`src/rtl/match_monitor.sv`:
```
// rtl/match_monitor.sv - match counter, last-match position, threshold alarm and four-phase snapshot port
// Consumes the one-cycle match pulse of a sequence detector; all outputs come straight from flops.
module match_monitor #(
  parameter int CNT_W  = 8,
  parameter int POS_W  = 16,
  parameter int THRESH = 4
) (
  input  logic             clk,
  input  logic             rst,
  input  logic             w,
  input  logic             en,
  input  logic             clr,
  input  logic             rd_req,
  output logic             rd_ack,
  output logic [CNT_W-1:0] snap_count,
  output logic [POS_W-1:0] snap_pos,
  output logic [CNT_W-1:0] count,
  output logic [POS_W-1:0] last_pos,
  output logic             sat,
  output logic             alarm
);

  localparam logic [CNT_W-1:0] CNT_MAX  = '1;
  localparam logic [CNT_W-1:0] THRESH_V = CNT_W'(THRESH);
  // A threshold the counter can never hold would otherwise alias onto a truncated value.
  localparam bit ALARM_EN = (THRESH > 0) && ($clog2(THRESH + 1) <= CNT_W);

  typedef enum logic {A_IDLE, A_ALARM} a_state_e;
  typedef enum logic {R_IDLE, R_ACK}   r_state_e;

  logic [CNT_W-1:0] count_q, count_d;
  logic [POS_W-1:0] pos_q, pos_d;
  logic [POS_W-1:0] last_pos_q, last_pos_d;
  logic             sat_q, sat_d;
  logic [CNT_W-1:0] snap_count_q;
  logic [POS_W-1:0] snap_pos_q;
  a_state_e         a_state_q;
  r_state_e         r_state_q;
  logic             match;

  assign match = w & en;

  always_comb begin
    count_d    = count_q;
    pos_d      = pos_q;
    last_pos_d = last_pos_q;
    sat_d      = sat_q;
    if (clr) begin
      count_d    = '0;
      pos_d      = '0;
      last_pos_d = '0;
      sat_d      = 1'b0;
    end else begin
      if (en) begin
        pos_d = pos_q + POS_W'(1);
      end
      if (match) begin
        last_pos_d = pos_q;
        if (count_q != CNT_MAX) begin
          count_d = count_q + CNT_W'(1);
        end
        if (count_d == CNT_MAX) begin
          sat_d = 1'b1;
        end
      end
    end
  end

  always_ff @(posedge clk or posedge rst) begin
    if (rst) begin
      count_q    <= '0;
      pos_q      <= '0;
      last_pos_q <= '0;
      sat_q      <= 1'b0;
    end else begin
      count_q    <= count_d;
      pos_q      <= pos_d;
      last_pos_q <= last_pos_d;
      sat_q      <= sat_d;
    end
  end

  // Alarm keys off the next count so it rises on the same edge as the count update.
  always_ff @(posedge clk or posedge rst) begin
    if (rst) begin
      a_state_q <= A_IDLE;
    end else begin
      case (a_state_q)
        A_IDLE: begin
          if (ALARM_EN && !clr && (count_d == THRESH_V)) begin
            a_state_q <= A_ALARM;
          end
        end
        A_ALARM: begin
          if (clr) begin
            a_state_q <= A_IDLE;
          end
        end
        default: a_state_q <= A_IDLE;
      endcase
    end
  end

  // Snapshot captures pre-edge live values, so a coincident match or clear only affects live state.
  always_ff @(posedge clk or posedge rst) begin
    if (rst) begin
      r_state_q    <= R_IDLE;
      snap_count_q <= '0;
      snap_pos_q   <= '0;
    end else begin
      case (r_state_q)
        R_IDLE: begin
          if (rd_req) begin
            snap_count_q <= count_q;
            snap_pos_q   <= last_pos_q;
            r_state_q    <= R_ACK;
          end
        end
        R_ACK: begin
          if (!rd_req) begin
            r_state_q <= R_IDLE;
          end
        end
        default: r_state_q <= R_IDLE;
      endcase
    end
  end

  assign count      = count_q;
  assign last_pos   = last_pos_q;
  assign sat        = sat_q;
  assign alarm      = (a_state_q == A_ALARM);
  assign rd_ack     = (r_state_q == R_ACK);
  assign snap_count = snap_count_q;
  assign snap_pos   = snap_pos_q;

endmodule

```
`config.mk`:
```
export PLATFORM = sky130hd
export DESIGN_NAME = match_monitor
export DESIGN_NICKNAME = d
export VERILOG_FILES = /design/src/rtl/match_monitor.sv
export SDC_FILE = /design/constraint.sdc
export NUM_CORES = 1
export LEC_CHECK = 0
export CORE_MARGIN = 4
export CORE_UTILIZATION = 25
export DETAILED_ROUTE_END_ITERATION = 10
export GPL_ROUTABILITY_DRIVEN = 0
export MAX_ROUTING_LAYER = met4
export PLACE_DENSITY = 0.55
export SLEW_MARGIN = 20
export SYNTH_ARGS = -nofsm -noshare
export SYNTH_HDL_FRONTEND = slang
export SYNTH_SLANG_ARGS = --single-unit
```
`constraint.sdc`:
```
create_clock -name clk -period 2.9 [get_ports clk]
set_input_delay 0.58 -clock clk [delete_from_list [all_inputs] [get_ports clk]]
set_output_delay 0.58 -clock clk [all_outputs]
set_load 0.02 [all_outputs]
```
=== After elaboration in Yosys (flattened, before gate mapping) ===
Index checks and enable logic that the tools add are counted.

* Register bits: 67
* Output and inout port bits: 51
* Logic and storage cells: 39

* Add/subtract/negate cells: 2
* Equality and inequality tests: 3
* Muxes and demuxes: 16
* Bitwise logic cells: 3
* Reductions and logical operators: 7

{| class="wikitable"
|+ Operator list
! operator !! number
|-
| $mux W16 || 4
|-
| $mux W8 || 5
|-
| $add A16 B1 Y16 const B || 1
|-
| $add A8 B1 Y8 const B || 1
|-
| $eq A8 B3 Y1 const B || 1
|-
| $eq A8 B8 Y1 const B || 1
|-
| $ne A8 B8 Y1 const B || 1
|-
| $mux W1 || 6
|-
| $reduce_bool A2 Y1 || 3
|-
| $reduce_and A2 Y1 || 2
|-
| $not A1 Y1 || 2
|-
| $pmux W1 S2 || 1
|-
| $and A1 B1 Y1 || 1
|-
| $logic_and A1 B1 Y1 || 1
|-
| $logic_not A1 Y1 || 1
|}

=== Logic depth before layout (Yosys ltp) ===
Gate-level depths: netlist of run 1.

* Word-level depth: 10
* Gate-level depth with buffers: 8
* Mapped depth without buffers: 6

=== Least setup slack after synthesis of run 1 ===
Ideal clock, no wire load.

* Kind: reg-to-reg
* Start: register count_q[0], in the netlist count[0]
* End: register a_state_q, in the netlist alarm
* Setup time: 0.103 ns
* Arrival time: 2.074 ns
* Data required time: 2.797 ns
* Slack: 0.722 ns
* Cell stages (with the launch flop): 9
* Buffers on the path: 2
* Period minus slack after synthesis: 2.178 ns
* Cells stage by stage: dfrtp_1 ha_1 buf_2 and3_1 buf_6 a211oi_1 mux2i_1 o2111ai_1 o41ai_2

* Cells in the longest elaborated chain, start to end: 10
* Elaborated cells on any way between the ends: 11
* Classes of those cells: add/sub: 1; eq/ne: 2; mux: 7; reduce/logical: 1

{| class="wikitable"
|+ RTL lines
! item !! line !! text
|-
| start, declared || 31 || <nowiki>logic [CNT_W-1:0] count_q, count_d;</nowiki>
|-
| start signal, assigned || 76 || <nowiki>count_q <= count_d;</nowiki>
|-
| $add A8 B1 Y8 or $ne A8 B8 Y1 (tied branches) || 60, 59 ||
|-
| $mux W8 || 59 || <nowiki>if (count_q != CNT_MAX) begin</nowiki>
|-
| $mux W8 || 57 || <nowiki>if (match) begin</nowiki>
|-
| $mux W8 || 48 || <nowiki>if (clr) begin</nowiki>
|-
| $mux W8 * || 57 ||
|-
| $mux W8 * || 48 ||
|-
| $eq A8 B3 Y1 * || 90 || <nowiki>if (ALARM_EN && !clr && (count_d == THRESH_V)) begin</nowiki>
|-
| $logic_and A1 B1 Y1 * || 90 ||
|-
| $mux W1 * || 90 ||
|-
| $pmux W1 S2 * || 88 || <nowiki>case (a_state_q)</nowiki>
|-
| end signal, assigned || 86 || <nowiki>a_state_q <= A_IDLE;</nowiki>
|-
| end signal, assigned || 91 || <nowiki>a_state_q <= A_ALARM;</nowiki>
|-
| end signal, assigned || 96 || <nowiki>a_state_q <= A_IDLE;</nowiki>
|-
| end, declared || 37 || <nowiki>a_state_e a_state_q;</nowiki>
|}

Every way passes the cells marked *; elsewhere a longest branch is shown, timed or not. The select of a mux whose other input is x is not followed.
A chain may end at the register's enable or synchronous reset.

=== Final worst setup path of run 1 ===
Ends and elaborated chain as after synthesis.

==> results of run 1 <==
[metrics by stage]
| step | worst slack (ps) | utilization [%] | hold WS, ps |
|---|---|---|---|
| 2_1_floorplan | 637 | - | 510 |
| 3_3_place_gp | 349 | 31.4 | 484 |
| 3_5_place_dp | 245 | 31.4 | 476 |
| 4_1_cts | 582 | 34.2 | 503 |
| 5_1_grt | 434 | 34.2 | 510 |
| 6_report | 596 | 34.2 | 495 |
[final timing paths]
path,slack (ps),endpoint,start,depth (start not counted)
setup / recovery,600,alarm,count[0],6
hold / removal,490,alarm,alarm,2
setup reg to reg,600,alarm,count[0],6
hold reg to reg,490,alarm,alarm,2
max in group asynchronous,1550,last_pos[5],rst,3
min in group asynchronous,650,last_pos[14],rst,2
[per-layer routing]
metal | GRT usage, % | up-vias | part of all wire [%]
met5 | - | - | 0
met4 | 3.77 | 0 | 1.6
met3 | 3.59 | 12 | 4.8
met2 | 16.2 | 44 | 46
met1 | 13.2 | 1098 | 48
li1 | - | 1082 | -
[placed cells by master, fill, tap and decap left out, types with 3 or more instances in the layout]
cell type,instances
sky130_fd_sc_hd__a211oi_1,3
sky130_fd_sc_hd__a21oi_1,24
sky130_fd_sc_hd__and3_1,3
sky130_fd_sc_hd__buf_4,5
sky130_fd_sc_hd__clkbuf_16,9
sky130_fd_sc_hd__clkdlybuf4s50_1,56
sky130_fd_sc_hd__dfrtp_1,67
sky130_fd_sc_hd__inv_1,8
sky130_fd_sc_hd__mux2_2,25
sky130_fd_sc_hd__mux2i_1,6
sky130_fd_sc_hd__nand2_1,43
sky130_fd_sc_hd__nand3_1,6
sky130_fd_sc_hd__nand4_1,3
sky130_fd_sc_hd__nor2_1,23
sky130_fd_sc_hd__nor3_1,3
sky130_fd_sc_hd__o21ai_0,5
sky130_fd_sc_hd__or3_1,4
sky130_fd_sc_hd__xnor2_1,12
[worst min-delay path: stages (launching register included)]
cell,delay [ps]
sky130_fd_sc_hd__dfrtp_1,350
sky130_fd_sc_hd__nand2b_1,70
sky130_fd_sc_hd__o41ai_2,40
[where the power goes]
part	internal (mW)	total [mW]	switching, mW
clock	0.777	1.19	0.414
sequential	0.945	0.957	0.0115
combinational	0.0447	0.116	0.0712
total	1.77	2.26	0.497
[cell usage after synthesis, types with 3 or more instances]
cell type	number
sky130_fd_sc_hd__a211oi_1	3
sky130_fd_sc_hd__nor2b_1	3
sky130_fd_sc_hd__clkbuf_1	10
sky130_fd_sc_hd__and3_1	3
sky130_fd_sc_hd__o21ai_0	5
sky130_fd_sc_hd__inv_1	9
sky130_fd_sc_hd__xnor2_1	12
sky130_fd_sc_hd__buf_6	3
sky130_fd_sc_hd__nor2_1	23
sky130_fd_sc_hd__nand4_1	3
sky130_fd_sc_hd__nor3_1	3
sky130_fd_sc_hd__mux2_2	25
sky130_fd_sc_hd__or3_1	4
sky130_fd_sc_hd__mux2i_1	6
sky130_fd_sc_hd__dfrtp_1	67
sky130_fd_sc_hd__a21oi_1	24
sky130_fd_sc_hd__nand3_1	6
sky130_fd_sc_hd__nand2_1	43
[kinds of logic after synthesis]
| logic type | count (synthesis) | share of synthesized area [%] |
|---|---|---|
| flops | 67 | 54.9 |
| xor+xnor | 14 | 4.01 |
| buf+inv | 27 | 4.38 |
| compound gates | 43 | 8.97 |
| fa+ha+maj | 2 | 0.819 |
| simple gates | 102 | 15.7 |
| mux | 31 | 11.2 |
[cell type report]
cell class | instances | area share [%]
sequential | 67 | 41.0
multi-input combinational | 192 | 30.5
timing repair buffer | 62 | 15.1
clock buffer | 10 | 5.85
tap | 147 | 4.50
clock inverter | 6 | 2.14
inverter | 9 | 0.827
[state kept, by name (all words and copies together) (netlist names)]
signal / count
last_pos: 16
pos_q: 16
snap_pos: 16
count: 8
snap_count: 8
alarm: 1
rd_ack: 1
sat: 1
==> results.md, run 1 <==
| Step | Parameter | This run |
| --- | --- | --- |
| synth | Net Count, Synth | 294 |
| cts | Clock buffers created by TritonCTS | 9 |
| grt | First-pass GRT wire length | 11.6 mm |
| cts | PostCTS Resize Cnt | 0 |
| pwr | Post-route total power | 2.26 mW |
| drt | Via count normalized by instance count | 4.54 |
| floorplanning | Initial core utilization | 25.5% |
| drt | Vias post-DR | 2,236 |
| worst setup path | Slowest-stage cell, CP | sky130_fd_sc_hd__dfrtp_1 |
| cells and area | Layout cells sized above 1 | 16.2% |
| cts | Clock latency reported for the late side of the worst-skew pair | 330 ps |
| synth | EDFF count, synth | 0 |
| placed design | Count of buffers from port buffering | 56 |
| synth | Count of state elements after synthesis | 67 |
| grt | Total congestion overflow after global routing | 0 |
| cts | Clk sink count | 67 |
| floorplanning | Die X-Extent | 119 microns |
| sta | Final TNS setup | 0 ps |
| drt | Number of remaining DRC errors | 0 |
| synth | Sequential area share after synthesis | 54.9% |
| sta | Max Clock Freq | 434 MHz |
| grt | Vias in the first global route | 2,213 |
| synth | Dominant cell type by area after synthesis | sky130_fd_sc_hd__dfrtp_1 |
| cts | Cts hold-fix bufs | 0 |
| sta | Number of endpoints with negative hold slack in the final report | 0 |
| synth | Proportion of netlist area held by the largest area contributor | 54.9% |
| cts | CTS tree | built |
| floorplanning | Height of the chip | 119 microns |
| synth | Number of warning messages in the yosys log | 0 |
| placed design | Dpl cell area | 3760 sq um |
| cells and area | Number of filler instances in the final layout | 1,202 |
| drt | Starting DRC count in detailed routing | 104 |
| cts | Deepest level of the CTS H-tree | 3 |
| worst setup path | Chain of cells forming the critical path | ha_1 > and3_1 > a211oi_1 > mux2i_1 > o2111ai_1 > o41ai_2 |
| hold path | HP Class | register to register |
| worst setup path | Largest fanout of any net on the critical path | 8 |
| cells and area | Total Nets Final | 349 |
| synth | Per-instance average area after synthesis | 10.7 sq um |
| sta | Setup repair after global routing missed its margin | false |
| drt | DRT Wirelength | 6.90 mm |
| cells and area | Final cell count without fillers | 493 |
| floorplanning | Floorplan Core Area | 12,000 sq um |
| floorplanning | Top-level I/O count | 57 |
| synth | Distinct cell type count after synthesis | 44 |
| grt | Gr usage total | 10.6% |
| pwr | Total power per unit cell area | 554 nW/um^2 |
| sta | Final-report setup violation count | 0 |
| cells and area | Final design instance area without fill | 4090 sq um |
| drt | Average detailed-routed wire length per instance | 14.0 microns |
| run status | Status | completed |
| worst setup path | CP Data Required Time | 3130 ps |
| cells and area | Total area of multi-input combinational cells | 1250 sq um |
| drt | Post-route ant nets | 0 |
| synth | Prevailing post-synth register cell | sky130_fd_sc_hd__dfrtp_1 |
| worst setup path | Cell class contributing the biggest share of worst-path delay | compound AO/OA/AOI/OAI gates |
| cts | Root cell of the clock tree | sky130_fd_sc_hd__clkbuf_16 |
| synth | Post-synthesis cell count | 286 |
| floorplanning | Die area | 14,000 sq um |
| worst setup path | Startpoint Class | register |
| sta | Transition time at the pin with the least slew margin | 617 ps |
| sta | Clock skew | 5.41 ps |
| sta | Share of the clock period used by the worst path after layout | 79.5% |
| grt | Initial antenna violation count | 0 |
| worst setup path | Kind of critical path | register to register |
| job | Max cap viols | 0 |
| worst setup path | CP Capture Type | register |
| sta | Final number of max-transition violations | 0 |
| placed design | HPWL reported at the end of detailed placement | 4.81 mm |
| cts | CTS clock-pin slew for the worst setup and hold paths | 60 ps |
| sta | Final worst path period need | 2300 ps |
| cells and area | Syn-to-layout area delta | 33.8% |
| cts | Clock Path Buffers | 2 |
| drt | Number of detailed-route iterations in the first pass | 4 |
| pwr | Leakage | 1.72 nW |
| sta | Headroom to the max-slew limit | 58.7% |
| synth | Top post-synthesis cells by area | sky130_fd_sc_hd__dfrtp_1, sky130_fd_sc_hd__mux2_2, sky130_fd_sc_hd__nand2_1 |
| synth | Cell area after synthesis | 3050 sq um |
| cts | Number of buffers inserted by post-CTS setup repair | 0 |
| worst setup path | Highest cell delay on the worst timing path | 500 ps |
| floorplanning | Number of standard-cell rows in the floorplan | 40 |
| cells and area | Footprint of the flip-flops and latches | 1680 sq um |
| cells and area | Antenna cells | 0 |
| worst setup path | Data arrival time at the worst-slack endpoint | 2540 ps |
| placed design | # placed instances | 477 |
| grt | Pin count of the biggest net entering global routing | 33 |
| worst setup path | Number of buffer and inverter stages on the critical path | 0 |
| pwr | Worst-case vdd ir drop | 0.000244 V |
| synth | Asr flop ratio synth | 100% |
(Power assumes the default switching activity.)
==> run 2, diff against run 1 <==
==> constraint.sdc (replaced) <==
create_clock -name clk -period 2.3 [get_ports clk]
set_input_delay 0.46 -clock clk [delete_from_list [all_inputs] [get_ports clk]]
set_output_delay 0.46 -clock clk [all_outputs]
set_load 0.02 [all_outputs]
==> run 2 against run 1 <==
Final area is 2.6% higher. Sequential share of layout area is 1.1 points lower. Sequential cell count stayed put. Count of clock-buffer cells in the layout stayed put. Critical path depth stayed put. Clock skew is 2.6 ps higher. First-iteration DRC count is 46% lower. Die area stayed put. Global-route usage is 0.20 points lower. Register-to-register slack worse by 310 ps. Critical endpoint unchanged. Largest cell class unchanged.
==> results.md, run 2 (synthesis results as in run 1) <==
| Step | Parameter | This run | Delta |
| --- | --- | --- | --- |
| cells and area | Number of filler instances in the final layout | 1,177 | -2.1% |
| cts | CTS tree | built |  |
| drt | DRT Wirelength | 7.02 mm | +1.8% |
| worst setup path | Cell class contributing the biggest share of worst-path delay | compound AO/OA/AOI/OAI gates |  |
| drt | Vias post-DR | 2,300 | +2.9% |
| floorplanning | Die area | 14,000 sq um | unchanged |
| grt | Total congestion overflow after global routing | 0 | unchanged |
| drt | Post-route ant nets | 0 | unchanged |
| worst setup path | Slowest-stage cell, CP | sky130_fd_sc_hd__dfrtp_1 |  |
| cts | Number of buffers inserted by post-CTS setup repair | 0 | unchanged |
| worst setup path | Number of cells on the critical path | 6 | unchanged |
| sta | Final-report setup violation count | 0 | unchanged |
| worst setup path | Setup crit end | alarm |  |
| job | Max cap viols | 0 | unchanged |
| cts | Root cell of the clock tree | sky130_fd_sc_hd__clkbuf_16 |  |
| cells and area | Total Nets Final | 359 | +2.9% |
| floorplanning | Die X-Extent | 119 microns | unchanged |
| sta | Transition time at the pin with the least slew margin | 502 ps | -115 ps |
| sta | Post-route worst hold slack | 482 ps | -12.6 ps |
| drt | Number of detailed-route iterations in the first pass | 4 | unchanged |
| pwr | Total power per unit cell area | 688 nW/um^2 | +24% |
| sta | Share of the clock period used by the worst path after layout | 87.7% | +8.2 points |
| grt | Vias in the first global route | 2,266 | +2.4% |
| cts | Cts hold-fix bufs | 0 | unchanged |
| cells and area | Leading cell type in the layout, fill and taps excluded | sky130_fd_sc_hd__dfrtp_1 |  |
| pwr | Register share of total power | 41.7% | -0.6 points |
| worst setup path | Kind of critical path | register to register |  |
| floorplanning | Initial core utilization | 25.5% | unchanged |
| pwr | Switching power of the nets | 0.635 mW | +28% |
| cts | Deepest level of the CTS H-tree | 3 | unchanged |
| grt | Pin count of the biggest net entering global routing | 25 | -24% |
| worst setup path | Launching point of the worst reg2reg path | count[0] |  |
| cells and area | Most used cells in the layout excluding fill and tap cells | sky130_fd_sc_hd__dfrtp_1, sky130_fd_sc_hd__clkdlybuf4s50_1, sky130_fd_sc_hd__nand2_1 |  |
| drt | Average detailed-routed wire length per instance | 14.0 microns | -0.18% |
| hold path | HP Class | primary input to asynchronous set/reset pin |  |
| floorplanning | Floorplan Core Area | 12,000 sq um | unchanged |
| worst setup path | Largest fanout of any net on the critical path | 7 | -1 |
| pwr | Share of total power in combinational logic | 5.7% | +0.6 points |
| cells and area | Final cell count without fillers | 503 | +2.0% |
| cells and area | Layout cells sized above 1 | 18.5% | +2.4 points |
| worst setup path | Register-to-register setup slack | 280 ps | -310 ps |
| worst setup path | Data arrival time at the worst-slack endpoint | 2230 ps | -310 ps |
| cts | Clk sink count | 67 | unchanged |
| worst setup path | Worst Reg2Reg Path Length in Cells | 6 | unchanged |
| worst setup path | Worst reg2reg path endpoint | alarm |  |
| sta | Number of endpoints with negative hold slack in the final report | 0 | unchanged |
| grt | Initial antenna violation count | 0 | unchanged |
| cts | PostCTS Resize Cnt | 0 | unchanged |
| cells and area | Final design instance area without fill | 4190 sq um | +2.6% |
| placed design | HPWL reported at the end of detailed placement | 5.00 mm | +4.1% |
| placed design | # placed instances | 487 | +2.1% |
| placed design | Dpl ws | -12.2 ps | -257 ps |
| floorplanning | Top-level I/O count | 57 | unchanged |
| placed design | Dpl cell area | 3860 sq um | +2.7% |
| pwr | Internal power of the cells | 2.25 mW | +27% |
| cts | CTS clock-pin slew for the worst setup and hold paths | 60 ps | about the same |
| sta | Setup repair after global routing missed its margin | false |  |
| pwr | Leakage | 1.78 nW | +3.5% |
| drt | Via count normalized by instance count | 4.57 | +0.82% |
| cells and area | Finished Core Util | 35.1% | +0.90 points |
| worst setup path | Critical path startpoint | count[0] |  |
| sta | Max Clock Freq | 496 MHz | +14% |
| worst setup path | CP Capture Type | register |  |
| worst setup path | Startpoint Class | register |  |
| pwr | Part of the power in the clock network | 52.6% | about the same |
| cts | Clock latency reported for the late side of the worst-skew pair | 320 ps | about the same |
| worst setup path | Number of buffer and inverter stages on the critical path | 0 | unchanged |
| floorplanning | Number of standard-cell rows in the floorplan | 40 | unchanged |
| cts | Clock Path Buffers | 2 | unchanged |
| grt | First-pass GRT wire length | 11.6 mm | -0.12% |
| cts | Clock buffers created by TritonCTS | 9 | unchanged |
| worst setup path | CP Data Required Time | 2510 ps | -620 ps |
| sta | Clock skew | 8.01 ps | +2.61 ps |
| sta | Headroom to the max-slew limit | 66.1% | +7.4 points |
| drt | Number of remaining DRC errors | 0 | unchanged |
| floorplanning | Height of the chip | 119 microns | unchanged |
| sta | Final number of max-transition violations | 0 | unchanged |
| worst setup path | Chain of cells forming the critical path | ha_1 > and3_1 > a211oi_1 > mux2i_1 > o2111ai_1 > o41ai_2 |  |
| sta | Worst path setup slack after routing | 284 ps | -312 ps |
| worst setup path | Highest cell delay on the worst timing path | 380 ps | -120 ps |
| pwr | Switching share of total power | 22.0% | +0.071 points |
| pwr | Worst-case vdd ir drop | 0.000388 V | +59% |
| cells and area | Syn-to-layout area delta | 37.3% |  |
| drt | Starting DRC count in detailed routing | 56 | -46% |
| run status | Status | completed |  |
| placed design | Count of buffers from port buffering | 56 | unchanged |
| cells and area | Antenna cells | 0 | unchanged |
| sta | Final worst path period need | 2020 ps | -288 ps |
| grt | Gr usage total | 10.4% | -0.20 points |
-- run 2: changes by cell type in the layout (fill, tap and decap cells not counted), sizes merged --
cell    before  now
buf          6   16
clkinv       3    2
inv         10   11
-- run 2: power groups by stage --
| stage | logic (mW) | registers [mW] | clock network, mW |
|---|---|---|---|
| after detailed placement | 0.170 | 1.22 | 0 |
| after CTS | 0.171 | 1.20 | 1.56 |
| after global placement | 0.168 | 1.22 | 0 |
| after floorplan | 0.0802 | 1.24 | 0 |
| final | 0.166 | 1.20 | 1.52 |
| after global routing | 0.184 | 1.20 | 1.60 |
-- run 2: per-layer routing --
metal / part of all wire [%] / track usage (%) / wire length (microns)
met5: 0 / - / 0
met4: 1.1 / 2.90 / 76
met3: 4.4 / 2.92 / 306
met2: 47 / 16.0 / 3290
met1: 48 / 13.6 / 3340
-- run 2: worst reg2reg max path: cells and delay by family, from the launching register on --
kind | cells | cell delay (ps)
AO/OA/AOI/OAI | 3 | 780
adder cells (fa/ha/maj) | 1 | 210
flip-flops | 1 | 380
multiplexers | 1 | 280
AND/OR/NAND/NOR | 1 | 270
-- run 2: stage by stage --
step / power [mW] / setup TNS (ps)
after global routing: 2.99 / 0
after floorplan: 1.32 / 0
after global placement: 1.39 / 0
after CTS: 2.93 / 0
after detailed placement: 1.39 / -12.2
final: 2.88 / 0
-- run 2: worst min path at each step --
| stage | cells past startpoint | endpoint | slack (ps) | from |
|---|---|---|---|---|
| detailed placement | 2 | alarm | 480 | alarm |
| global route | 1 | snap_pos[13] | 510 | snap_pos[13] |
| global placement | 1 | snap_pos[13] | 490 | snap_pos[13] |
| CTS | 2 | snap_pos[10] | 500 | rst |
| floorplan | 0 | rd_ack | 490 | rd_req |
| finish | 2 | snap_pos[10] | 480 | rst |
-- run 2: cell type report --
class	count	area (sq um)	area share, %
repair buffers	72	718	17.1
clock buffers	10	239	5.70
inverters	9	33.8	0.806
well taps	147	184	4.39
flip-flops and latches	67	1680	40.0
clock inverters	6	95.1	2.27
multi-input cells	192	1250	29.7
